**config.mk**
```make
export PLATFORM = sky130hd
export DESIGN_NAME = fifo_frame_reader
export DESIGN_NICKNAME = d
export VERILOG_FILES = /design/src/rtl/frame_rd_pkg.sv /design/src/rtl/stream_skid_buf.sv /design/src/rtl/fifo_frame_reader.sv
export SDC_FILE = /design/constraint.sdc
export NUM_CORES = 1
export LEC_CHECK = 0
export ABC_AREA = 1
export CAP_MARGIN = 20
export CELL_PAD_IN_SITES_DETAIL_PLACEMENT = 0
export CELL_PAD_IN_SITES_GLOBAL_PLACEMENT = 1
export CORE_MARGIN = 2
export CORE_UTILIZATION = 40
export CTS_CLUSTER_DIAMETER = 150
export DETAILED_ROUTE_END_ITERATION = 12
export PLACE_DENSITY_LB_ADDON = 0.15
export SLEW_MARGIN = 30
export SYNTH_ARGS = -nofsm -noshare
export SYNTH_HDL_FRONTEND = slang
export SYNTH_SLANG_ARGS = --single-unit
```
**constraint.sdc**
```tcl
create_clock -name rclk -period 1.8 [get_ports rclk]
set_input_delay 0.27 -clock rclk [delete_from_list [all_inputs] [get_ports rclk]]
set_output_delay 0.27 -clock rclk [all_outputs]
set_load 0.03 [all_outputs]
```
**src/rtl/frame_rd_pkg.sv**
```systemverilog
// frame_rd_pkg: shared parser states, widths and buffer entry type for the FIFO frame reader
package frame_rd_pkg;
  localparam int DATA_W = 8;
  localparam int LEN_W = 2 * DATA_W;
  typedef enum logic [1:0] {HDR_HI, HDR_LO, PAYLOAD, DROP} state_t;
  typedef struct packed {
    logic [DATA_W-1:0] data;
    logic last;
  } buf_entry_t;
endpackage

```
**src/rtl/stream_skid_buf.sv**
```systemverilog
// stream_skid_buf: 2-entry valid/ready output buffer; simultaneous push and pop keep occ unchanged
module stream_skid_buf
  import frame_rd_pkg::*;
(
  input  logic       clk,
  input  logic       rst_n,
  input  logic       push,
  input  buf_entry_t din,
  input  logic       pop,
  output buf_entry_t head,
  output logic [1:0] occ
);
  buf_entry_t mem [2];
  logic wp, rp;
  assign head = mem[rp];
  always_ff @(posedge clk or negedge rst_n)
    if (!rst_n) begin
      mem[0] <= '0;
      mem[1] <= '0;
      wp <= 1'b0;
      rp <= 1'b0;
      occ <= 2'd0;
    end else begin
      if (push) begin
        mem[wp] <= din;
        wp <= !wp;
      end
      if (pop) rp <= !rp;
      occ <= occ + 2'(push) - 2'(pop);
    end
endmodule

```
**src/rtl/fifo_frame_reader.sv**
```systemverilog
// fifo_frame_reader: drains length-prefixed frames from the async FIFO read port into a
// valid/ready byte stream, dropping zero-length and oversize frames while staying frame-aligned
module fifo_frame_reader
  import frame_rd_pkg::*;
#(
  parameter int WIDTH = DATA_W,
  parameter int LEN_W = frame_rd_pkg::LEN_W,
  parameter int MAX_LEN = 1518
) (
  input  logic             rclk,
  input  logic             arst_n,
  input  logic             fifo_empty,
  input  logic [WIDTH-1:0] fifo_data,
  output logic             fifo_rd_en,
  output logic [WIDTH-1:0] m_tdata,
  output logic             m_tvalid,
  input  logic             m_tready,
  output logic             m_tlast,
  output logic             frame_done,
  output logic             len_err
);
  state_t state;
  logic run, inflight, hs, push, bad;
  logic [WIDTH-1:0] hi;
  logic [LEN_W-1:0] rem, len;
  logic [1:0] occ, credit;
  buf_entry_t head;
  assign hs = m_tvalid && m_tready;
  // a byte in flight reserves a buffer slot even if it turns out to be a header byte
  assign credit = occ + 2'(inflight);
  assign fifo_rd_en = run && !fifo_empty && (credit < 2'd2 || (credit == 2'd2 && hs));
  assign len = {hi, fifo_data};
  assign bad = len == '0 || len > LEN_W'(MAX_LEN);
  assign push = inflight && state == PAYLOAD;
  assign m_tvalid = occ != 2'd0;
  assign m_tdata = head.data;
  assign m_tlast = head.last;
  always_ff @(posedge rclk or negedge arst_n)
    if (!arst_n) begin
      state <= HDR_HI;
      run <= 1'b0;
      inflight <= 1'b0;
      hi <= '0;
      rem <= '0;
      frame_done <= 1'b0;
      len_err <= 1'b0;
    end else begin
      run <= 1'b1;
      inflight <= fifo_rd_en;
      frame_done <= hs && m_tlast;
      len_err <= inflight && state == HDR_LO && bad;
      if (inflight)
        case (state)
          HDR_HI: begin
            hi <= fifo_data;
            state <= HDR_LO;
          end
          HDR_LO: begin
            rem <= len;
            state <= bad ? (len == '0 ? HDR_HI : DROP) : PAYLOAD;
          end
          default: begin
            if (rem != '0) rem <= rem - 1'b1;
            if (rem <= LEN_W'(1)) state <= HDR_HI;
          end
        endcase
    end
  stream_skid_buf u_buf (
    .clk   (rclk),
    .rst_n (arst_n),
    .push  (push),
    .din   ('{data: fifo_data, last: rem == LEN_W'(1)}),
    .pop   (hs),
    .head  (head),
    .occ   (occ)
  );
endmodule

```
# Word level (Yosys, flattened, before mapping)
# Cells that the tools add are included.
op_classes:
  addsub: 4
  order_cmp: 6
  n_eq_ne: 4
  mux: 12
  bitwise: 3
  reduce_logical: 23
op_table:
  columns: ["cell", "n"]
  rows:
  - ["$mux 9", 4]
  - ["$pmux 16 s2", 1]
  - ["$bwmux 18", 1]
  - ["$eq 16x1->1 const B", 1]
  - ["$gt 16x11->1 const B", 1]
  - ["$le 16x1->1 const B", 1]
  - ["$logic_not 16->1", 1]
  - ["$mux 16", 1]
  - ["$reduce_bool 16->1", 1]
  - ["$sub 16x1->16 const B", 1]
  - ["$demux 9 s1", 1]
  - ["$logic_and 1x1->1", 9]
  - ["$mux 2", 3]
  - ["$add 2x1->2", 2]
  - ["$eq 2x2->1 const B", 2]
  - ["$ge 2x2->1 const B", 2]
  - ["$not 1->2", 2]
  - ["$pmux 2 s2", 1]
  - ["$reduce_and 2->1", 2]
  - ["$reduce_bool 2->1", 2]
  - ["$logic_not 1->1", 3]
  - ["$reduce_and 3->1", 1]
  - ["$reduce_bool 3->1", 1]
  - ["$eq 2x1->1 const B", 1]
  - ["other kinds (6)", 7]
totals:
  reg_bits: 52
  inputBits: 12
  output_inout_bits: 13
  word_cells: 66

# Logic depth before layout (Yosys ltp)
# Gate-level depths: netlist of run 1.
depth:
  word_depth: 6
  mapped_depth: 10
  depth_no_buf: 9

# Modules after synthesis
# A second synthesis of run 1 with hierarchy kept.
unflattened:
  cells_unflattened: 405
  area_unflattened_um2: 3034.2
modules_own_cells:
  columns: ["module", "instances", "cells_per_inst", "area_per_inst_um2", "seq_area_each_um2"]
  rows:
  - ["fifo_frame_reader", 1, 289, 1981.9, 750.7]
  - ["stream_skid_buf", 1, 116, 1052.3, 550.5]

# Least setup slack after synthesis of run 1
# No wires, ideal clock.
synth_timing:
  kind: "register to register"
  start: "register u_buf.occ[1]"
  end: "register u_buf.occ[1]"
  setup_ns: 0.123
  arrival_ns: 1.558
  t_required_ns: 1.677
  slack_ns: 0.120
  path_stages_with_launch: 8
  n_path_buf: 0
  synth_period_minus_slack_ns: 1.680
  path_cell_list: "dfrtp_1 -> or2_2 -> nand2_1 -> inv_1 -> ha_1 -> inv_1 -> ha_1 -> xnor2_1"
synth_between:
  elab_chain_len: 3
  word_cells_on_any_way: 4
  cone_classes: "add/sub (2); reduce/logical (2)"
synth_lines:
  columns: ["element", "line_no", "source"]
  rows:
  - ["from (decl)", "stream_skid_buf.sv:11", "output logic [1:0] occ"]
  - ["from (signal assigned)", "stream_skid_buf.sv:29", "occ <= occ + 2'(push) - 2'(pop);"]
  - ["$reduce_bool 2->1", "fifo_frame_reader.sv:35", "assign m_tvalid = occ != 2'd0;"]
  - ["net m_tvalid", "fifo_frame_reader.sv:16", "output logic m_tvalid,"]
  - ["$logic_and 1x1->1", "fifo_frame_reader.sv:28", "assign hs = m_tvalid && m_tready;"]
  - ["net hs", "fifo_frame_reader.sv:23", "logic run, inflight, hs, push, bad;"]
  - ["$sub 2x1->2", "stream_skid_buf.sv:29", null]
# The timed path passes the listed nets, and every way through them passes these cells.
# A chain may end at the register's enable or synchronous reset.

# Final worst setup path of run 1
layout_timing:
  start: "register u_buf.occ[0]"
  end: "output port fifo_rd_en"
layout_between:
  elab_chain_len: 5
  word_cells_on_any_way: 8
  cone_classes: "add/sub (1); order compare (1); eq/ne (1); reduce/logical (5)"
layout_lines:
  columns: ["element", "line_no", "source"]
  rows:
  - ["$add 2x1->2 / $reduce_bool 2->1 (equally long branches)", "fifo_frame_reader.sv:30, fifo_frame_reader.sv:35", null]
  - ["$eq 2x2->1 / $logic_and 1x1->1 (equally long branches)", "fifo_frame_reader.sv:31, fifo_frame_reader.sv:28", null]
  - ["$logic_and 1x1->1", "fifo_frame_reader.sv:31", "assign fifo_rd_en = run && !fifo_empty && (credit < 2'd2 || (credit == 2'd2 && hs));"]
  - ["$logic_or 1x1->1 (*)", "fifo_frame_reader.sv:31", null]
  - ["$logic_and 1x1->1 (*)", "fifo_frame_reader.sv:31", null]
  - ["to (decl)", "fifo_frame_reader.sv:14", "output logic fifo_rd_en,"]
# Every way passes the cells marked *; elsewhere a longest branch is shown, timed or not.

==> metrics.cfg, run 1 <==
[die]
die_x_um=88.60
die_h_um=88.60
io_pins=25
start_util=0.4168
die_area_um2=7850
num_rows=30
core_um2=6869

[route]
postRouteWirelength_um=6856
vias=2569
via_per_inst=4.875
drcViolationCount=0
wire_per_inst_um=13.01
drt_iter0_markers=125
dr.pass1.iters=4
antenna_left=0

[power]
comb_power_share=0.514
sw_frac_of_total=0.4699
total_leakage_power_uw=0.001743
pwr-share-clk=0.126
p_int_uw=3058
seqPwrFrac=0.360
p_sw_uw=2711
power.density_nw_per_um2=1700
finalPower_uw=5769
ir_drop_uv=806.7

[clock_network]
htreeDepth=2
cts_tree=yes
cts_buffer_depth=2
numCtsBuffers=5
cts.reportedPaths.clkPinSlew_ps=110
root_buffer=clkbuf_8
insertion_delay_ps=320
clock-sinks=52

[final_layout]
diodes=0
fin_nets=448
postLayoutCoreUtil=0.4942
n_fill_cell=724
syn_to_final_growth_pct=18.58
final-seq-area_um2=1301
stdcell_count=527
multi_input_area_um2=1383
drive_gt1_frac=0.1183

[sta]
slew_violations=0
fin_tns_setup_ps=0
setup_viol=0
grt_setup_unrepaired=true
finClkSkew_ps=13.43
period_needed_ps=1760
hold_ws_ps=457.5
slew_headroom=0.6575
fmax_mhz=568.1
tightest_slew_ps=512.4
hold_violations=0
fin_crit_sh=0.9779

[flow_run]
maxCapViolCount=0

[synthesis]
async_flop_share=1.000
synth_nets=409
yosysTopAreaCell=dfrtp_1
synthFlopType=dfrtp_1
ys_ff_latch=52
synthTopCellsByCount=142 x nand2_1, 52 x dfrtp_1, 52 x nor2_1, 31 x inv_1, 31 x o21ai_0
synth_enable_flop_cells=0
synthCells=391
synth_area_leaders=dfrtp_1 45%, nand2_1 19%, nor2_1 6.8%
synth_cell_types=30
post-synth-top-count-cell=nand2_1
syn_area_um2=2863
yosys_warnings=0
seq_area_frac_synth=0.4545
synth_top_area_frac=0.4545
avgSynthCellArea_um2=7.322

[placed_design]
globalplace.congestion=0.8277
portBuffers=24
dpl.cell_count=512
dp_hpwl_um=4986

[min_path]
hold_path.class=primary input to async pin

[worst_setup_path]
timing.rr.end=rem[13]$_DFFE_PN0P_
crit_arrival_ps=1490
critPathRequiredTime_ps=1530
crit_type=register to output port
critPathLaunchType=register
path_max_fanout=3
r2r_cells=10
r2r_start=rem[0]$_DFFE_PN0P_
r2r_slack_ps=190
endpoint_kind=output port

[global_routing]
grt_pass1_vias=2372
antenna_found_initial=0
grt_pass1_wl_um=11700
globalRouteOverflowTotal=0
grt.total_usage=0.1953
grt_start_max_net_pins=53

[outcome]
status=complete, no violations

==> how the worst max path moves through the flow <==
stage,slack [ps],from,cells after the start,to
2_1_floorplan,120,u_buf.occ[1]$_DFF_PN0_,7,u_buf.occ[1]$_DFF_PN0_
3_3_place_gp,110,u_buf.rp$_DFFE_PN0P_,5,m_tlast
3_5_place_dp,30,u_buf.rp$_DFFE_PN0P_,5,m_tlast
4_1_cts,-40,u_buf.rp$_DFFE_PN0P_,5,m_tlast
5_1_grt,-10,u_buf.rp$_DFFE_PN0P_,5,m_tlast
6_report,40,u_buf.occ[0]$_DFF_PN0_,5,fifo_rd_en
==> registers in the layout, indices dropped and copies added (netlist names) <==
register / flops
rem: 16
u_buf.rp: 1
u_buf.occ: 2
u_buf.mem: 18
inflight: 1
u_buf.wp: 1
hi: 8
len_err: 1
frame_done: 1
state: 2
run: 1
==> placed cells by master (no fill, tap or decap), types with 2 or more instances in the layout <==
| cell | Yosys | layout |
|---|---|---|
| nor2_2 | 1 | 2 |
| clkbuf_8 | 0 | 5 |
| inv_6 | 0 | 2 |
| o21ai_2 | 9 | 9 |
| nor2_1 | 52 | 51 |
| ha_1 | 6 | 6 |
| clkdlybuf4s15_1 | 0 | 3 |
| inv_2 | 3 | 3 |
| buf_4 | 1 | 14 |
| nand3b_1 | 3 | 3 |
| nand3_1 | 21 | 21 |
| xor2_1 | 3 | 3 |
| xnor2_1 | 4 | 4 |
| buf_12 | 0 | 2 |
| nand2_1 | 142 | 141 |
| nand4_1 | 3 | 3 |
| dfrtp_1 | 52 | 52 |
| inv_1 | 31 | 31 |
| buf_2 | 3 | 2 |
| clkinv_1 | 2 | 2 |
| clkbuf_2 | 0 | 5 |
| o21ai_0 | 31 | 29 |
| a21oi_1 | 4 | 4 |
| clkdlybuf4s50_1 | 0 | 12 |
| o21ai_1 | 5 | 7 |
==> final cells by class <==
cell class / instances / area share
Sequential cell: 52 / 0.3833
Tap cell: 96 / 0.03539
Timing Repair Buffer: 41 / 0.1062
Clock inverter: 3 / 0.007740
Inverter: 36 / 0.03981
Multi-Input combinational cell: 294 / 0.4073
Clock buffer: 5 / 0.02027
==> logic make-up after synthesis <==
group,Yosys count,synth area share
buffers and inverters,45,0.06687
other,1,0.001310
AO/OA/AOI/OAI,52,0.1058
adder cells (fa/ha/maj),6,0.02622
XOR/XNOR,7,0.02142
flip-flops,52,0.4545
AND/OR/NAND/NOR,228,0.3239
==> what timing repair did <==
item,in CTS,in global routing
buffers inserted,2,4
setup endpoints to repair,11,18
hold buffers,1,0
cloned,0,0
endpoints found under the hold margin,52,0
pin swaps,0,4
gates resized for setup,15,19
==> power by group through the flow <==
stage | clock [uW] | combinational (uW) | sequential (uW)
global route | 788 | 3430 | 2150
detailed placement | 0 | 3010 | 2100
finish | 727 | 2960 | 2080
CTS | 750 | 2970 | 2070
floorplan | 0 | 2110 | 2000
global placement | 0 | 2960 | 2090
==> stage by stage <==
step | setup WS (ps) | instance area (um^2)
6_report | 39.83 | 3395
5_1_grt | -11.46 | 3395
4_1_cts | -41.18 | 3379
3_5_place_dp | 26.82 | 3259
3_3_place_gp | 113.8 | 3259
2_1_floorplan | 119.7 | 2863
==> metal layers <==
layer / up-vias / wire [um] / track usage
met5: - / 0 / 0
met4: 0 / 65 / 0.04132
met3: 5 / 251 / 0.02799
met2: 51 / 3151 / 0.3110
met1: 1206 / 3388 / 0.2855
li1: 1307 / - / -
==> critical path, cell delays in order (launching register included) <==
cell     delay, ps
dfrtp_1        420
or2_4          270
nand2_4         70
nor2_1          40
o211a_1        230
buf_6          140
Power figures use the tool's default switching activity.
==> run 2: changes to the inputs <==
--- a/config.mk
+++ b/config.mk
@@ -14,6 +14,7 @@
 export CTS_CLUSTER_DIAMETER = 150
 export DETAILED_ROUTE_END_ITERATION = 12
 export PLACE_DENSITY_LB_ADDON = 0.15
+export SETUP_SLACK_MARGIN = 0.3
 export SLEW_MARGIN = 30
 export SYNTH_ARGS = -nofsm -noshare
 export SYNTH_HDL_FRONTEND = slang
==> run 2 against run 1 <==
Cell area increased by 16%. Sequential cell count unchanged. Combinational power increased by 40%. Global-route usage decreased by 0.56 points. Total power increased by 22%. Clock power decreased by 2.9%. Sequential share of layout area decreased by 5.1 points. Register-to-register slack about the same. Critical endpoint unchanged. Highest routed layer unchanged.
==> metrics.cfg, run 2 (same netlist as run 1, synthesis figures left out) <==
[sta]
fin_crit_sh=0.9630
slew_violations=0
slew_headroom=0.6637
setup_viol=0
setup_ws_ps=66.62
finClkSkew_ps=8.515
hold_violations=0
grt_setup_unrepaired=true
fmax_mhz=576.9
tightest_slew_ps=503.3
period_needed_ps=1733

[power]
comb_power_share=0.588
ir_drop_uv=948.8
total_leakage_power_uw=0.001927
p_sw_uw=3288
p_int_uw=3760
power.density_nw_per_um2=1788
sw_frac_of_total=0.4665
seqPwrFrac=0.312
pwr-share-clk=0.100

[global_routing]
grt_start_max_net_pins=53
grt.total_usage=0.1896
antenna_found_initial=0
globalRouteOverflowTotal=0
grt_pass1_wl_um=11540
grt_pass1_vias=2343

[worst_setup_path]
slowest_stage=dfrtp_1
crit_arrival_ps=1460
path_cells=ha_1 > xnor2_1 > o211a_1 > buf_6
slowest_delay_ps=410
endpoint_kind=output port
path_max_fanout=3
r2r_cells=8
crit_type=register to output port
critPathLaunchType=register
critPathRequiredTime_ps=1530

[die]
num_rows=30
start_util=0.4168
core_um2=6869
io_pins=25
die_area_um2=7850
die_x_um=88.60
die_h_um=88.60

[clock_network]
insertion_delay_ps=310
cts.reportedPaths.clkPinSlew_ps=110
root_buffer=clkbuf_8
htreeDepth=2
numCtsBuffers=5
clock-sinks=52
cts_tree=yes
cts_buffer_depth=2

[final_layout]
final-seq-area_um2=1309
final_common_cell=nand2_1
n_fill_cell=655
largest_reg_flops=18
drive_gt1_frac=0.3164
postLayoutCoreUtil=0.5740
fin_nets=469
final_cell_mix=118 x nand2_1, 46 x dfrtp_1, 30 x nor2_1, 30 x o21ai_0, 27 x buf_4
syn_to_final_growth_pct=37.72
multi_input_area_um2=1685
largestRegisters=u_buf.mem: 18 flops, rem: 16 flops, hi: 8 flops
regMostFlops=u_buf.mem
diodes=0

[route]
drt_iter0_markers=137
postRouteWirelength_um=7429
dr.pass1.iters=4
vias=2674
wire_per_inst_um=13.56
via_per_inst=4.880
drcViolationCount=0
antenna_left=0

[placed_design]
place_ws_ps=90.33
dp_hpwl_um=4793
portBuffers=24
globalplace.congestion=0.8330

[min_path]
hold_path.class=primary input to async pin

[outcome]
status=complete, no violations

[flow_run]
maxCapViolCount=0

[run 2: cell count changes in the layout (fill, tap and decap cells not counted), sizes merged]
| cell | delta |
|---|---|
| buf | +28 |
| clkbuf | -4 |
| clkdlybuf4s15 | -3 |
| clkdlybuf4s50 | -2 |
| clkinv | -1 |
| clkinvlp | +4 |
| dlygate4sd2 | +1 |
| inv | -2 |
[run 2: per-layer routing]
layer / global-route usage / part of all wire / vias to the layer above
li1: - / - / 1350
met1: 0.2727 / 0.49 / 1275
met2: 0.3008 / 0.47 / 43
met3: 0.03078 / 0.032 / 6
met4: 0.04545 / 0.0087 / 0
met5: 0 / 0 / -
[run 2: worst max-delay path, delay by kind of cell, from the launching register on]
kind                     cells  cell delay [ps]
buffers and inverters        1              140
AO/OA/AOI/OAI                1              220
adder cells (fa/ha/maj)      1              190
flip-flops                   1              410
XOR/XNOR                     1              180
[run 2: final timing paths]
path / from / endpoint / slack (ps)
max: u_buf.occ[0]$_DFF_PN0_ / fifo_rd_en / 70
min: arst_n / u_buf.mem[8]$_DFFE_PN0P_ / 470
max reg2reg: inflight$_DFF_PN0_ / rem[10]$_DFFE_PN0P_ / 200
min reg2reg: u_buf.mem[6]$_DFFE_PN0P_ / u_buf.mem[6]$_DFFE_PN0P_ / 500
max in group asynchronous: arst_n / rem[8]$_DFFE_PN0P_ / 1060
min in group rclk: u_buf.mem[6]$_DFFE_PN0P_ / u_buf.mem[6]$_DFFE_PN0P_ / 500
[run 2: power groups by stage]
stage          sequential, uW  clock [uW]  combinational (uW)
2_1_floorplan            2000           0                2130
3_3_place_gp             2090           0                2970
3_5_place_dp             2100           0                2990
4_1_cts                  2060         724                3000
5_1_grt                  2270         759                4580
6_report                 2200         706                4140
[run 2: repair_timing]
action,in CTS,in global routing
hold buffers,1,0
cloned,0,2
pin swaps,3,23
resized for setup,58,129
endpoints found under the hold margin,52,0
setup buffers,7,18
endpoints found under the setup margin,32,49
[run 2: final cells by class]
class / count / share of cell area
clock buffer: 5 / 0.01745
clock inverter: 3 / 0.005395
inverter: 36 / 0.03904
multi-input combinational: 294 / 0.4275
sequential: 52 / 0.3320
tap: 96 / 0.03047
timing repair buffer: 61 / 0.1469
timing repair inverter: 1 / 0.001269
[run 2: per-stage QoR]
step / instance area (um^2) / TNS (ps) / total power [uW] / hold WS (ps) / instances
2_1_floorplan: 2869 / 0 / 4127 / -25.59 / 391
3_3_place_gp: 3266 / 0 / 5063 / 291.2 / 512
3_5_place_dp: 3266 / 0 / 5090 / 292.1 / 512
4_1_cts: 3397 / 0 / 5787 / 486.1 / 528
5_1_grt: 3943 / -10.60 / 7603 / 491.7 / 548
6_report: 3943 / 0 / 7048 / 474.2 / 548
==> run 3: changes to the inputs <==
--- a/config.mk
+++ b/config.mk
@@ -10,7 +10,7 @@
 export CELL_PAD_IN_SITES_DETAIL_PLACEMENT = 0
 export CELL_PAD_IN_SITES_GLOBAL_PLACEMENT = 1
 export CORE_MARGIN = 2
-export CORE_UTILIZATION = 40
+export CORE_UTILIZATION = 42
 export CTS_CLUSTER_DIAMETER = 150
 export DETAILED_ROUTE_END_ITERATION = 12
 export PLACE_DENSITY_LB_ADDON = 0.15
==> run 3 against run 2 <==
Clock power hardly changed. Count of clock-buffer cells in the layout stayed put. Largest cell class unchanged. Worst hold slack got worse by 16 ps. Critical path type unchanged. Via count grew 1.9%. Routed wire length grew 5.3%. Sequential power rose by 4%. Highest routed layer unchanged.
==> metrics.cfg, run 3 (same netlist as run 1, synthesis figures left out) <==
[power]
total_leakage_power_uw=0.002032
power.density_nw_per_um2=1780
ir_drop_uv=1307
finalPower_uw=7504

[final_layout]
final_cell_mix=97 x nand2_1, 47 x dfrtp_1, 32 x buf_4, 30 x nor2_1, 27 x o21ai_0
diodes=0
final-seq-area_um2=1308
fin_nets=480
syn_to_final_growth_pct=47.25
largestRegisters=u_buf.mem: 18 flops, rem: 16 flops, hi: 8 flops
largest_reg_flops=18
final_common_cell=nand2_1
multi_input_area_um2=1841
drive_gt1_frac=0.3866
regMostFlops=u_buf.mem
n_fill_cell=594

[sta]
period_needed_ps=1751
setup_viol=0
fmax_mhz=571.2
fin_crit_sh=0.9726
hold_ws_ps=458.0
finClkSkew_ps=4.689
slew_violations=0
grt_setup_unrepaired=true
hold_violations=0

[worst_setup_path]
crit_type=register to output port
r2r_start=u_buf.occ[0]$_DFF_PN0_
slowest_delay_ps=420
endpoint_kind=output port
critPathLaunchType=register
crit_arrival_ps=1480
slowest_stage=dfrtp_1
worstSetupStartpoint=u_buf.occ[0]$_DFF_PN0_
critPathRequiredTime_ps=1530
path_max_fanout=3
path_cells=or2_4 > nand2_4 > nor2_2 > o211a_1 > buf_6

[route]
vias=2726
via_per_inst=5.020
drt_iter0_markers=126
postRouteWirelength_um=7822
antenna_left=0
dr.pass1.iters=4
wire_per_inst_um=14.41
drcViolationCount=0

[global_routing]
grt_pass1_vias=2444
grt_pass1_wl_um=12050
grt_start_max_net_pins=53
globalRouteOverflowTotal=0
antenna_found_initial=0
grt.total_usage=0.2043

[placed_design]
globalplace.congestion=0.8247
portBuffers=24
dp_hpwl_um=4882

[clock_network]
htreeDepth=2
cts_buffer_depth=2
numCtsBuffers=5
root_buffer=clkbuf_8
clock-sinks=52
insertion_delay_ps=320
cts_tree=yes
cts.reportedPaths.clkPinSlew_ps=100

[die]
die_x_um=86.56
io_pins=25
die_area_um2=7493
start_util=0.4285
die_h_um=86.56
num_rows=30
core_um2=6681

[outcome]
status=complete, no violations

[flow_run]
maxCapViolCount=0

[min_path]
hold_path.class=primary input to async pin

-- run 3: cell types whose count changed in the layout (fill, tap and decap cells not counted), sizes merged --
| cell | before | now |
|---|---|---|
| buf | 47 | 56 |
| clkbuf | 6 | 8 |
-- run 3: power breakdown --
part | internal [uW] | total [uW] | switching (uW)
Combinational | 2050 | 4500 | 2450
Clock | 277 | 706 | 429
Sequential | 1680 | 2290 | 611
-- run 3: worst max-delay path: cells and delay by family (launching register included) --
kind	cells	cell delay, ps
AO/OA/AOI/OAI	1	220
buffers and inverters	1	140
flip-flops	1	420
AND/OR/NAND/NOR	3	380
-- run 3: layout make-up --
| class | count | area share |
|---|---|---|
| repair inverters | 1 | 0.001187 |
| inverters | 36 | 0.03592 |
| multi-input cells | 294 | 0.4366 |
| clock inverters | 3 | 0.005046 |
| well taps | 80 | 0.02375 |
| flip-flops and latches | 52 | 0.3102 |
| clock buffers | 5 | 0.01633 |
| repair buffers | 72 | 0.1710 |
-- run 3: path summary, 6_finish.rpt --
path                                                  to  slack [ps]  cells after the start
min in group rclk               u_buf.mem[0]$_DFFE_PN0P_         490                      2
worst max-delay path                          fifo_rd_en          50                      5
worst min-delay path                frame_done$_DFF_PN0_         460                      3
max in group asynchronous             rem[7]$_DFFE_PN0P_        1070                      3
worst min register to register  u_buf.mem[0]$_DFFE_PN0P_         490                      2
worst max register to register    u_buf.occ[1]$_DFF_PN0_          80                     10
-- run 3: repair_timing --
action,CTS,global route
gates resized for setup,75,157
cloned,0,5
hold buffers,1,0
hold endpoints to repair,52,0
pin swaps,5,32
setup endpoints to repair,34,42
setup buffers,10,23
-- run 3: metal layers --
layer,share of wire,global-route usage
met1,0.47,0.2948
met2,0.50,0.3252
met3,0.024,0.02857
met4,0.010,0.05114
met5,0,0
-- run 3: stage by stage --
step                      setup TNS (ps)  setup WS (ps)    util  std cells  instance area [um^2]
after global routing              -6.391         -6.391  0.6309        543                  4215
after detailed placement               0          83.32  0.4858        496                  3246
after floorplan                        0          285.4       -        391                  2869
final                                  0          49.38  0.6309        543                  4215
after global placement                 0          117.1  0.4858        496                  3246
after CTS                              0          55.88  0.5167        515                  3452
